==> config.mk <==
export PLATFORM = sky130hd
export DESIGN_NAME = axi_line_burst_engine_flat
export DESIGN_NICKNAME = d
export VERILOG_FILES = /design/src/rtl/axi_line_burst_engine_if.sv /design/src/rtl/axi_line_burst_engine.sv /design/src/flat_wrapper.sv
export SDC_FILE = /design/constraint.sdc
export NUM_CORES = 2
export LEC_CHECK = 0
export ABC_CLOCK_PERIOD_IN_PS = 3250
export BUFFER_PORTS_ARGS = -buffer_cell sky130_fd_sc_hd__buf_2
export CORE_AREA = 2 2 541 543
export CTS_CLUSTER_DIAMETER = 40
export CTS_CLUSTER_SIZE = 30
export DETAILED_ROUTE_END_ITERATION = 16
export DIE_AREA = 0 0 543 545
export GPL_ROUTABILITY_DRIVEN = 0
export HOLD_SLACK_MARGIN = 0.06
export PLACE_DENSITY = 0.41
export SYNTH_ARGS = -nofsm -noshare
export SYNTH_HDL_FRONTEND = slang
export SYNTH_SLANG_ARGS = --single-unit
==> constraint.sdc <==
create_clock -name clk -period 3.25 [get_ports clk]
set_clock_uncertainty 0.15 [all_clocks]
set_input_delay 0.975 -clock clk [delete_from_list [all_inputs] [get_ports clk]]
set_output_delay 0.975 -clock clk [all_outputs]
set_load 0.02 [all_outputs]
==> src/rtl/axi_line_burst_engine_if.sv <==
// AXI4 master-port bundle used by the line burst engine.
// master: the engine (drives AR/AW/W, rready, bready); slave: the memory side.
interface axi_line_burst_engine_if #(
  parameter int ADDR_WIDTH = 64,
  parameter int DATA_WIDTH = 64
);
  logic                    arvalid;
  logic                    arready;
  logic [ADDR_WIDTH-1:0]   araddr;
  logic [7:0]              arlen;
  logic [2:0]              arsize;
  logic [1:0]              arburst;

  logic                    rvalid;
  logic                    rready;
  logic [DATA_WIDTH-1:0]   rdata;
  logic [1:0]              rresp;
  logic                    rlast;

  logic                    awvalid;
  logic                    awready;
  logic [ADDR_WIDTH-1:0]   awaddr;
  logic [7:0]              awlen;
  logic [2:0]              awsize;
  logic [1:0]              awburst;

  logic                    wvalid;
  logic                    wready;
  logic [DATA_WIDTH-1:0]   wdata;
  logic [DATA_WIDTH/8-1:0] wstrb;
  logic                    wlast;

  logic                    bvalid;
  logic                    bready;
  logic [1:0]              bresp;

  modport master (
    output arvalid, araddr, arlen, arsize, arburst,
    input  arready,
    input  rvalid, rdata, rresp, rlast,
    output rready,
    output awvalid, awaddr, awlen, awsize, awburst,
    input  awready,
    output wvalid, wdata, wstrb, wlast,
    input  wready,
    input  bvalid, bresp,
    output bready
  );

  modport slave (
    input  arvalid, araddr, arlen, arsize, arburst,
    output arready,
    output rvalid, rdata, rresp, rlast,
    input  rready,
    input  awvalid, awaddr, awlen, awsize, awburst,
    output awready,
    input  wvalid, wdata, wstrb, wlast,
    output wready,
    output bvalid, bresp,
    input  bready
  );
endinterface

==> src/rtl/axi_line_burst_engine.sv <==
// Moves one cache line between the caches and an AXI4 port as a single INCR burst.
// Optional stall watchdog: define LBE_TIMEOUT_EN to abort a transaction that sees
// no AXI handshake for TIMEOUT_CYCLES cycles (reported as an error).
//
// state | meaning
// IDLE  | waiting for a read or write-back request
// AR    | read address presented
// R     | collecting read beats
// AW    | write address presented
// W     | sending write beats
// B     | waiting for the write response
// DONE  | one-cycle completion pulse, o_err valid
module axi_line_burst_engine #(
  parameter int ADDR_WIDTH     = 64,
  parameter int LINE_WIDTH     = 512,
  parameter int DATA_WIDTH     = 64,
  parameter int TIMEOUT_CYCLES = 1024
) (
  input  logic                  clk,
  input  logic                  i_rst,
  input  logic                  i_start_read,
  input  logic                  i_start_write,
  input  logic [ADDR_WIDTH-1:0] i_addr,
  input  logic [LINE_WIDTH-1:0] i_line_wdata,
  output logic [LINE_WIDTH-1:0] o_line_rdata,
  output logic                  o_done,
  output logic                  o_err,
  output logic                  o_busy,
  axi_line_burst_engine_if.master axi
);
  localparam int BEATS      = LINE_WIDTH / DATA_WIDTH;
  localparam int CNT_W      = (BEATS > 1) ? $clog2(BEATS) : 1;
  localparam int LINE_BYTES = LINE_WIDTH / 8;
  localparam int SIZE       = $clog2(DATA_WIDTH / 8);
  localparam logic [CNT_W-1:0] LAST = CNT_W'(BEATS - 1);

  typedef enum logic [2:0] {IDLE, AR, R, AW, W, B, DONE} state_t;

  state_t                state, state_nxt;
  logic [CNT_W-1:0]      cnt, cnt_nxt;
  logic                  err, err_nxt;
  logic [LINE_WIDTH-1:0] wline, wline_nxt;
  logic [ADDR_WIDTH-1:0] addr_q, addr_nxt;
  logic [ADDR_WIDTH-1:0] addr_aligned;
  logic                  hs_ar, hs_r, hs_aw, hs_w, hs_b;
  logic                  timeout_hit;

  assign addr_aligned = i_addr & ~ADDR_WIDTH'(LINE_BYTES - 1);
  assign hs_ar = axi.arvalid & axi.arready;
  assign hs_r  = axi.rvalid  & axi.rready;
  assign hs_aw = axi.awvalid & axi.awready;
  assign hs_w  = axi.wvalid  & axi.wready;
  assign hs_b  = axi.bvalid  & axi.bready;

  // Ready signals follow the state directly so a beat is never missed.
  assign axi.rready  = (state == R);
  assign axi.bready  = (state == B);
  assign axi.arlen   = 8'(BEATS - 1);
  assign axi.awlen   = 8'(BEATS - 1);
  assign axi.arsize  = 3'(SIZE);
  assign axi.awsize  = 3'(SIZE);
  assign axi.arburst = 2'b01;
  assign axi.awburst = 2'b01;
  assign axi.wstrb   = '1;

`ifdef LBE_TIMEOUT_EN
  localparam int TMO_W = (TIMEOUT_CYCLES > 1) ? $clog2(TIMEOUT_CYCLES) : 1;
  logic [TMO_W-1:0] tmo_cnt;
  logic             waiting, any_hs;

  assign waiting     = (state == AR) || (state == R) || (state == AW) ||
                       (state == W)  || (state == B);
  assign any_hs      = hs_ar | hs_r | hs_aw | hs_w | hs_b;
  assign timeout_hit = waiting && !any_hs && (tmo_cnt == TMO_W'(TIMEOUT_CYCLES - 1));

  // Stall watchdog: counts handshake-free cycles while a transaction is open.
  always_ff @(posedge clk) begin
    if (i_rst || any_hs || !waiting) tmo_cnt <= '0;
    else                             tmo_cnt <= tmo_cnt + 1'b1;
  end
`else
  logic unused_tmo;
  // The stall limit has no effect when the watchdog is compiled out.
  assign unused_tmo  = (TIMEOUT_CYCLES == 0);
  assign timeout_hit = 1'b0;
`endif

  // Next-state, beat counter, sticky error and request capture.
  always_comb begin
    state_nxt = state;
    cnt_nxt   = cnt;
    err_nxt   = err;
    wline_nxt = wline;
    addr_nxt  = addr_q;
    case (state)
      IDLE: begin
        if (i_start_write || i_start_read) begin
          state_nxt = i_start_write ? AW : AR;
          cnt_nxt   = '0;
          err_nxt   = 1'b0;
          addr_nxt  = addr_aligned;
          if (i_start_write) wline_nxt = i_line_wdata;
        end
      end
      AR: if (hs_ar) state_nxt = R;
      R: begin
        if (hs_r) begin
          cnt_nxt = cnt + 1'b1;
          if ((axi.rresp != 2'b00) || (axi.rlast != (cnt == LAST))) err_nxt = 1'b1;
          if (cnt == LAST) state_nxt = DONE;
        end
      end
      AW: if (hs_aw) state_nxt = W;
      W: begin
        if (hs_w) begin
          cnt_nxt = cnt + 1'b1;
          if (cnt == LAST) state_nxt = B;
        end
      end
      B: begin
        if (hs_b) begin
          if (axi.bresp != 2'b00) err_nxt = 1'b1;
          state_nxt = DONE;
        end
      end
      DONE: begin
        state_nxt = IDLE;
        cnt_nxt   = '0;
      end
      default: state_nxt = IDLE;
    endcase
    if (timeout_hit) begin
      state_nxt = DONE;
      err_nxt   = 1'b1;
    end
  end

  // State register; all bus and status outputs are registered from next-state values.
  always_ff @(posedge clk) begin
    if (i_rst) begin
      state       <= IDLE;
      cnt         <= '0;
      err         <= 1'b0;
      wline       <= '0;
      addr_q      <= '0;
      axi.arvalid <= 1'b0;
      axi.awvalid <= 1'b0;
      axi.wvalid  <= 1'b0;
      axi.wlast   <= 1'b0;
      axi.wdata   <= '0;
      axi.araddr  <= '0;
      axi.awaddr  <= '0;
      o_done      <= 1'b0;
      o_busy      <= 1'b0;
      o_err       <= 1'b0;
    end else begin
      state       <= state_nxt;
      cnt         <= cnt_nxt;
      err         <= err_nxt;
      wline       <= wline_nxt;
      addr_q      <= addr_nxt;
      axi.arvalid <= (state_nxt == AR);
      axi.awvalid <= (state_nxt == AW);
      axi.wvalid  <= (state_nxt == W);
      axi.wlast   <= (state_nxt == W) && (cnt_nxt == LAST);
      axi.wdata   <= wline_nxt[cnt_nxt*DATA_WIDTH +: DATA_WIDTH];
      axi.araddr  <= addr_nxt;
      axi.awaddr  <= addr_nxt;
      o_done      <= (state_nxt == DONE);
      o_busy      <= (state_nxt != IDLE);
      o_err       <= (state_nxt == DONE) && err_nxt;
    end
  end

  // Refill buffer: each accepted read beat lands in its slot; write-backs leave it alone.
  always_ff @(posedge clk) begin
    if (i_rst) o_line_rdata <= '0;
    else if (hs_r && (state == R)) o_line_rdata[cnt*DATA_WIDTH +: DATA_WIDTH] <= axi.rdata;
  end
endmodule

==> src/flat_wrapper.sv <==
// flat-port wrapper written by rule: the top's interface ports become plain ports
module axi_line_burst_engine_flat 
#(
  parameter int ADDR_WIDTH     = 64,
  parameter int LINE_WIDTH     = 512,
  parameter int DATA_WIDTH     = 64,
  parameter int TIMEOUT_CYCLES = 1024
)
  (clk, i_rst, i_start_read, i_start_write, i_addr, i_line_wdata, o_line_rdata, o_done, o_err, o_busy, axi_arvalid, axi_araddr, axi_arlen, axi_arsize, axi_arburst, axi_arready, axi_rvalid, axi_rdata, axi_rresp, axi_rlast, axi_rready, axi_awvalid, axi_awaddr, axi_awlen, axi_awsize, axi_awburst, axi_awready, axi_wvalid, axi_wdata, axi_wstrb, axi_wlast, axi_wready, axi_bvalid, axi_bresp, axi_bready);
  axi_line_burst_engine_if #(.ADDR_WIDTH(ADDR_WIDTH), .DATA_WIDTH(DATA_WIDTH)) axi_i ();
  input  logic clk;
  input  logic i_rst;
  input  logic i_start_read;
  input  logic i_start_write;
  input  logic [ADDR_WIDTH-1:0] i_addr;
  input  logic [LINE_WIDTH-1:0] i_line_wdata;
  output logic [LINE_WIDTH-1:0] o_line_rdata;
  output logic o_done;
  output logic o_err;
  output logic o_busy;
  output wire logic [$bits(axi_i.arvalid)-1:0] axi_arvalid;
  output wire logic [$bits(axi_i.araddr)-1:0] axi_araddr;
  output wire logic [$bits(axi_i.arlen)-1:0] axi_arlen;
  output wire logic [$bits(axi_i.arsize)-1:0] axi_arsize;
  output wire logic [$bits(axi_i.arburst)-1:0] axi_arburst;
  input wire logic [$bits(axi_i.arready)-1:0] axi_arready;
  input wire logic [$bits(axi_i.rvalid)-1:0] axi_rvalid;
  input wire logic [$bits(axi_i.rdata)-1:0] axi_rdata;
  input wire logic [$bits(axi_i.rresp)-1:0] axi_rresp;
  input wire logic [$bits(axi_i.rlast)-1:0] axi_rlast;
  output wire logic [$bits(axi_i.rready)-1:0] axi_rready;
  output wire logic [$bits(axi_i.awvalid)-1:0] axi_awvalid;
  output wire logic [$bits(axi_i.awaddr)-1:0] axi_awaddr;
  output wire logic [$bits(axi_i.awlen)-1:0] axi_awlen;
  output wire logic [$bits(axi_i.awsize)-1:0] axi_awsize;
  output wire logic [$bits(axi_i.awburst)-1:0] axi_awburst;
  input wire logic [$bits(axi_i.awready)-1:0] axi_awready;
  output wire logic [$bits(axi_i.wvalid)-1:0] axi_wvalid;
  output wire logic [$bits(axi_i.wdata)-1:0] axi_wdata;
  output wire logic [$bits(axi_i.wstrb)-1:0] axi_wstrb;
  output wire logic [$bits(axi_i.wlast)-1:0] axi_wlast;
  input wire logic [$bits(axi_i.wready)-1:0] axi_wready;
  input wire logic [$bits(axi_i.bvalid)-1:0] axi_bvalid;
  input wire logic [$bits(axi_i.bresp)-1:0] axi_bresp;
  output wire logic [$bits(axi_i.bready)-1:0] axi_bready;
  assign axi_arvalid = axi_i.arvalid;
  assign axi_araddr = axi_i.araddr;
  assign axi_arlen = axi_i.arlen;
  assign axi_arsize = axi_i.arsize;
  assign axi_arburst = axi_i.arburst;
  assign axi_i.arready = axi_arready;
  assign axi_i.rvalid = axi_rvalid;
  assign axi_i.rdata = axi_rdata;
  assign axi_i.rresp = axi_rresp;
  assign axi_i.rlast = axi_rlast;
  assign axi_rready = axi_i.rready;
  assign axi_awvalid = axi_i.awvalid;
  assign axi_awaddr = axi_i.awaddr;
  assign axi_awlen = axi_i.awlen;
  assign axi_awsize = axi_i.awsize;
  assign axi_awburst = axi_i.awburst;
  assign axi_i.awready = axi_awready;
  assign axi_wvalid = axi_i.wvalid;
  assign axi_wdata = axi_i.wdata;
  assign axi_wstrb = axi_i.wstrb;
  assign axi_wlast = axi_i.wlast;
  assign axi_i.wready = axi_wready;
  assign axi_i.bvalid = axi_bvalid;
  assign axi_i.bresp = axi_bresp;
  assign axi_bready = axi_i.bready;
  axi_line_burst_engine #(.ADDR_WIDTH(ADDR_WIDTH), .LINE_WIDTH(LINE_WIDTH), .DATA_WIDTH(DATA_WIDTH), .TIMEOUT_CYCLES(TIMEOUT_CYCLES)) u_core (.clk(clk), .i_rst(i_rst), .i_start_read(i_start_read), .i_start_write(i_start_write), .i_addr(i_addr), .i_line_wdata(i_line_wdata), .o_line_rdata(o_line_rdata), .o_done(o_done), .o_err(o_err), .o_busy(o_busy), .axi(axi_i));
endmodule
-- Yosys cells after proc, flatten, opt, wreduce, memory -nomap -nowiden
Cells that the tools add are included.
- add/subtract/negate cells: 2
- equality and inequality tests: 13
- shifts and indexed selects: 3
- muxes and demuxes: 24
- bitwise logic cells: 5
- reductions and logical operators: 10
- operators with widths (kind ; count):
    $mux 512 ; 3
    $bwmux 512 ; 1
    $shift 64x34->512 const A ; 1
    $shiftx 512x10->64 ; 1
    $shiftx 64x34->512 ; 1
    $neg 9->34 ; 1
    $mux 3 ; 11
    $eq 3x3->1 const B ; 7
    $pmux 3 s6 ; 1
    $pmux 3 s4 ; 1
    $eq 3x2->1 const B ; 3
    $eq 3x1->1 const B ; 2
    $and 1x1->1 ; 5
    $mux 1 ; 5
    $reduce_bool 2->1 ; 2
    $add 3x1->3 const B ; 1
    $logic_and 1x1->1 ; 3
    $logic_not 3->1 ; 1
    $pmux 1 s3 ; 1
    $reduce_bool 3->1 ; 1
    $logic_or 1x1->1 ; 2
    $mux 2 ; 1
    $reduce_and 2->1 ; 1
    $ne 1x1->1 ; 1
- flip-flop bits (word level): 1160
- input bits: 654
- output and inout port bits: 747
- logic and storage cells: 71

-- Depth between registers and ports, before layout
- depth in word-level cells: 7
- depth in mapped cells: 11
- depth with buffers taken out: 8

-- Least setup slack after synthesis
Ideal clock, no wire load.
- kind: input port to flip-flop
- start: in axi_wready
- end: reg u_core.axi.wdata[62]
- setup time: 122 ps
- arrival time: 2521 ps
- required time: 2978 ps
- path slack: 458 ps
- cell stages on the path: 8
- buffers on the path: 2
- path through: nand2_1 a2111o_1 buf_4 mux2_4 buf_6 mux2i_1 o21ai_0 a221o_1
- word-level cells in the longest chain between the ends: 4
- RTL lines (item ; RTL line ; RTL):
    start: declaration ; flat_wrapper.sv:42 ; input wire logic [$bits(axi_i.wready)-1:0] axi_wready;
    $and 1x1->1 ; axi_line_burst_engine.sv:52 ; assign hs_w = axi.wvalid & axi.wready;
    $mux 3 ; axi_line_burst_engine.sv:115 ; if (hs_w) begin
    $pmux 3 s4 ; axi_line_burst_engine.sv:95 ; case (state)
    $shiftx 512x10->64 ; axi_line_burst_engine.sv:166 ; axi.wdata <= wline_nxt[cnt_nxt*DATA_WIDTH +: DATA_WIDTH];
    end signal: assignment ; axi_line_burst_engine.sv:166 ;
    end: declaration ; axi_line_burst_engine_if.sv:44 ; output wvalid, wdata, wstrb, wlast,
Every way passes these cells.
A chain may end at the register's enable or synchronous reset.

-- Worst setup path in the final report
- start: reg u_core.state[2]
- end: out axi_bready
- word-level cells in the longest chain between the ends: 1
- RTL lines (item ; RTL line ; RTL):
    start: declaration ; axi_line_burst_engine.sv:39 ; state_t state, state_nxt;
    start signal: assignment ; axi_line_burst_engine.sv:157 ; state <= state_nxt;
    $eq 3x3->1 ; axi_line_burst_engine.sv:57 ; assign axi.bready = (state == B);
    end: declaration ; flat_wrapper.sv:45 ; output wire logic [$bits(axi_i.bready)-1:0] axi_bready;
Every way passes these cells.

==> qor.csv <==
metric,value,unit
"FFs w/ async S/R, synth",0,
Seq pwr share,0.332,
largest net degree at the start of global routing,158,
Critical Path AT,2.04,ns
CTS Buf Count,236,
fmax,315.8,MHz
top_reg_cell synth,dfxtp_1,
Post-synth EDFFs,0,
Reg2Reg Setup Slack,0.21,ns
Pleak,26.91,nW
YS warnings,0,
most frequent cells after synthesis,"nand2_1 (2,122), dfxtp_1 (1,160), a21oi_1 (1,148)",
DP HPWL,212500,um
die area,295900,sq um
Vias/cell,4.328,
Hold Startpoint,i_line_wdata[116],
Slew HR,0.3559,
Peak supply drop,462.5,uV
Yosys top cell area share,0.4857,
Clock Power Share,0.544,
initial core utilization,0.1648,
cell area after layout,68600,sq um
Hold Crit Endpoint,u_core.wline[116]$_SDFF_PP0_,
Core ar.,290100,sq um
TritonCTS clock tree,yes,
worst-margin pin slew,0.9662,ns
"flops & latches, synth",1160,
first-pass GRT wire length,380100,um
r2r worst-path depth,9,
worst skew pair latency,0.88,ns
CP endpoint kind,output port,
via count,51030,
initial antenna violation count,145,
drt wl/cell,23.89,um
PwrDens,677.1,nW/um^2
Mapped Avg Cell Area,7.545,sq um
global routing met3 resource utilization,0.05092,
synthesized cell area,47810,sq um
Initial DRT Pass Iterations,6,
switch share,0.2815,
Combinational Power Share,0.123,
Switching Power,13.07,mW
worst r2r src,u_core.state[1]$_SDFF_PP0_,
Total Power,46.45,mW
Max-Cap Viols,0,
number of DRC markers in iteration 0,4611,
leading area contributor after synthesis,dfxtp_1,
routing usage on met1,0.2243,
Tcrit/Tclk final,0.9743,
crit start category,register,
vias in the first global route,48480,
P_int,33.37,mW
Tmin final,3.167,ns
RSZ-0062 raised after global routing,false,
"wirelength, routed",281700,um
Root Buffer,clkbuf_16,
Final Max Slew Viols,0,
GR Overflow Total,0,
layout cell share with drive strength beyond 1,0.2776,
post-synthesis cell type count,57,
DRC,0,
synthesis-to-finish area growth,43.48,%
Synth Instances,6337,
clk sinks,1160,
Max Buffers Root-to-Sink,4,
Final Setup Violations,0,
chip width,543,um
met2 Use GR,0.2816,
gr busiest metal,met2,
Port Buffers,1348,
placed cell areas,60120,sq um
I/O pin cnt,1401,
CTS H-Tree Depth,4,
sequential share of the synthesized area,0.4857,
GRT Resource Usage Total,0.1794,
critical path type,register to output port,
status,"finished, final reports clean",
"Setup Fix Bufs, Post-CTS",0,
Die H,545,um
fin nets,8278,
Core Rows,198,
"Clk pin slew, worst setup/hold paths",0.05,ns
remaining antenna violation count,0,
RR Endpoint,u_core.axi.wdata[33]$_SDFF_PP0_,
Hold Path Depth,3,
largest cells by area after synthesis,"dfxtp_1 (49%), nand2_1 (17%), a21oi_1 (12%)",
fill count,32020,
Hold Crit Class,input port to register,
worst-path fanout max,8,
CP required,2.12,ns
cell with the most instances after synthesis,nand2_1,
Fin. Hold Viols,0,
==> power groups by stage <==
stage	clock network [mW]	logic [mW]	registers (mW)
floorplan	0	2.93	15.8
global placement	0	5.75	15.7
detailed placement	0	5.77	15.7
CTS	25.8	5.79	15.4
global route	26.5	6.22	15.5
finish	25.3	5.73	15.4
==> critical path, cell delays in order, from the launching register on <==
cell	delay, ns
dfxtp_4	0.41
nor2b_2	0.18
buf_4	0.15
and2_1	0.22
buf_2	0.20
==> how the worst max path moves through the flow <==
stage                                     from                              end  slack [ns]  depth (start not counted)
finish              u_core.state[2]$_SDFF_PP0_                       axi_bready        0.08                          4
global route        u_core.state[2]$_SDFF_PP0_                       axi_bready        0.03                          4
CTS                 u_core.state[2]$_SDFF_PP0_                       axi_bready       0.005                          4
detailed placement               i_start_write   u_core.axi.wdata[1]$_SDFF_PP0_       -1.04                          9
global placement                 i_start_write   u_core.axi.wdata[1]$_SDFF_PP0_       -1.03                          9
floorplan                           axi_wready  u_core.axi.wdata[62]$_SDFF_PP0_        0.46                          8
==> per-layer routing <==
metal / wire (um) / vias up
li1: - / 23630
met1: 117400 / 24460
met2: 126000 / 2309
met3: 24330 / 596
met4: 13820 / 36
met5: 226 / -
==> cell type report <==
class / count / area (sq um) / area share
antenna: 69 / 172.7 / 0.002517
clock buffer: 296 / 6434 / 0.09379
clock inverter: 143 / 1854 / 0.02703
inverter: 4 / 15.01 / 0.0002189
multi-input combinational: 4544 / 21530 / 0.3139
sequential: 1160 / 23230 / 0.3387
tap: 3900 / 4880 / 0.07113
timing repair buffer: 1674 / 10480 / 0.1528
==> kinds of logic after synthesis <==
| group | after synthesis | share of synthesized area |
|---|---|---|
| fa+ha+maj | 4 | 0.001047 |
| xor+xnor | 1 | 0.0001832 |
| buf+inv | 677 | 0.07053 |
| mux | 195 | 0.04096 |
| flops | 1160 | 0.4857 |
| compound gates | 1545 | 0.1693 |
| simple gates | 2753 | 0.2321 |
| other cells | 2 | 0.0001571 |
==> registers in the layout (all words and copies together), names as in the netlist, 3 cells and up <==
| signal | cells |
|---|---|
| u_core.axi.wdata | 64 |
| u_core.o_line_rdata | 512 |
| u_core.cnt | 3 |
| u_core.addr_q | 58 |
| u_core.state | 3 |
| u_core.wline | 512 |
==> metrics by stage <==
step,util,hold WS (ns),TNS [ns],setup WS (ns),instances
2_1_floorplan,-,0.2857,0,0.4577,6381
3_3_place_gp,0.2072,0.2864,-7.374,-1.034,11280
3_5_place_dp,0.2072,0.2909,-8.018,-1.040,11280
4_1_cts,0.2358,0.07663,0,0.004588,11720
5_1_grt,0.2363,0.1146,0,0.02514,11770
6_report,0.2365,0.1697,0,0.08342,11790
==> cells in the final DEF (no fill, tap or decap), types with 34 or more instances in the layout <==
cell        synthesis  final
clkinvlp_4          0     34
nand4_1            65     65
buf_2             154   1347
diode_2             0     69
dfxtp_1          1160   1156
a31o_2             47     47
nor2_1            205    202
mux2i_1           193    192
o21ai_0           271    270
clkbuf_16           0    238
a21oi_1          1148   1148
nand3_1           306    304
buf_4             158    224
o21ai_1            46     46
clkinv_2            0     46
nand2_1          2122   2117
conb_1              2     46
buf_12              0    102
==> timing repair <==
| action | in CTS | in global routing |
|---|---|---|
| setup endpoints to repair | 3 | 10 |
| resized for setup | 6 | 2 |
| pin swaps | 0 | 0 |
| hold buffers | 0 | 0 |
Power figures use the tool's default switching activity.
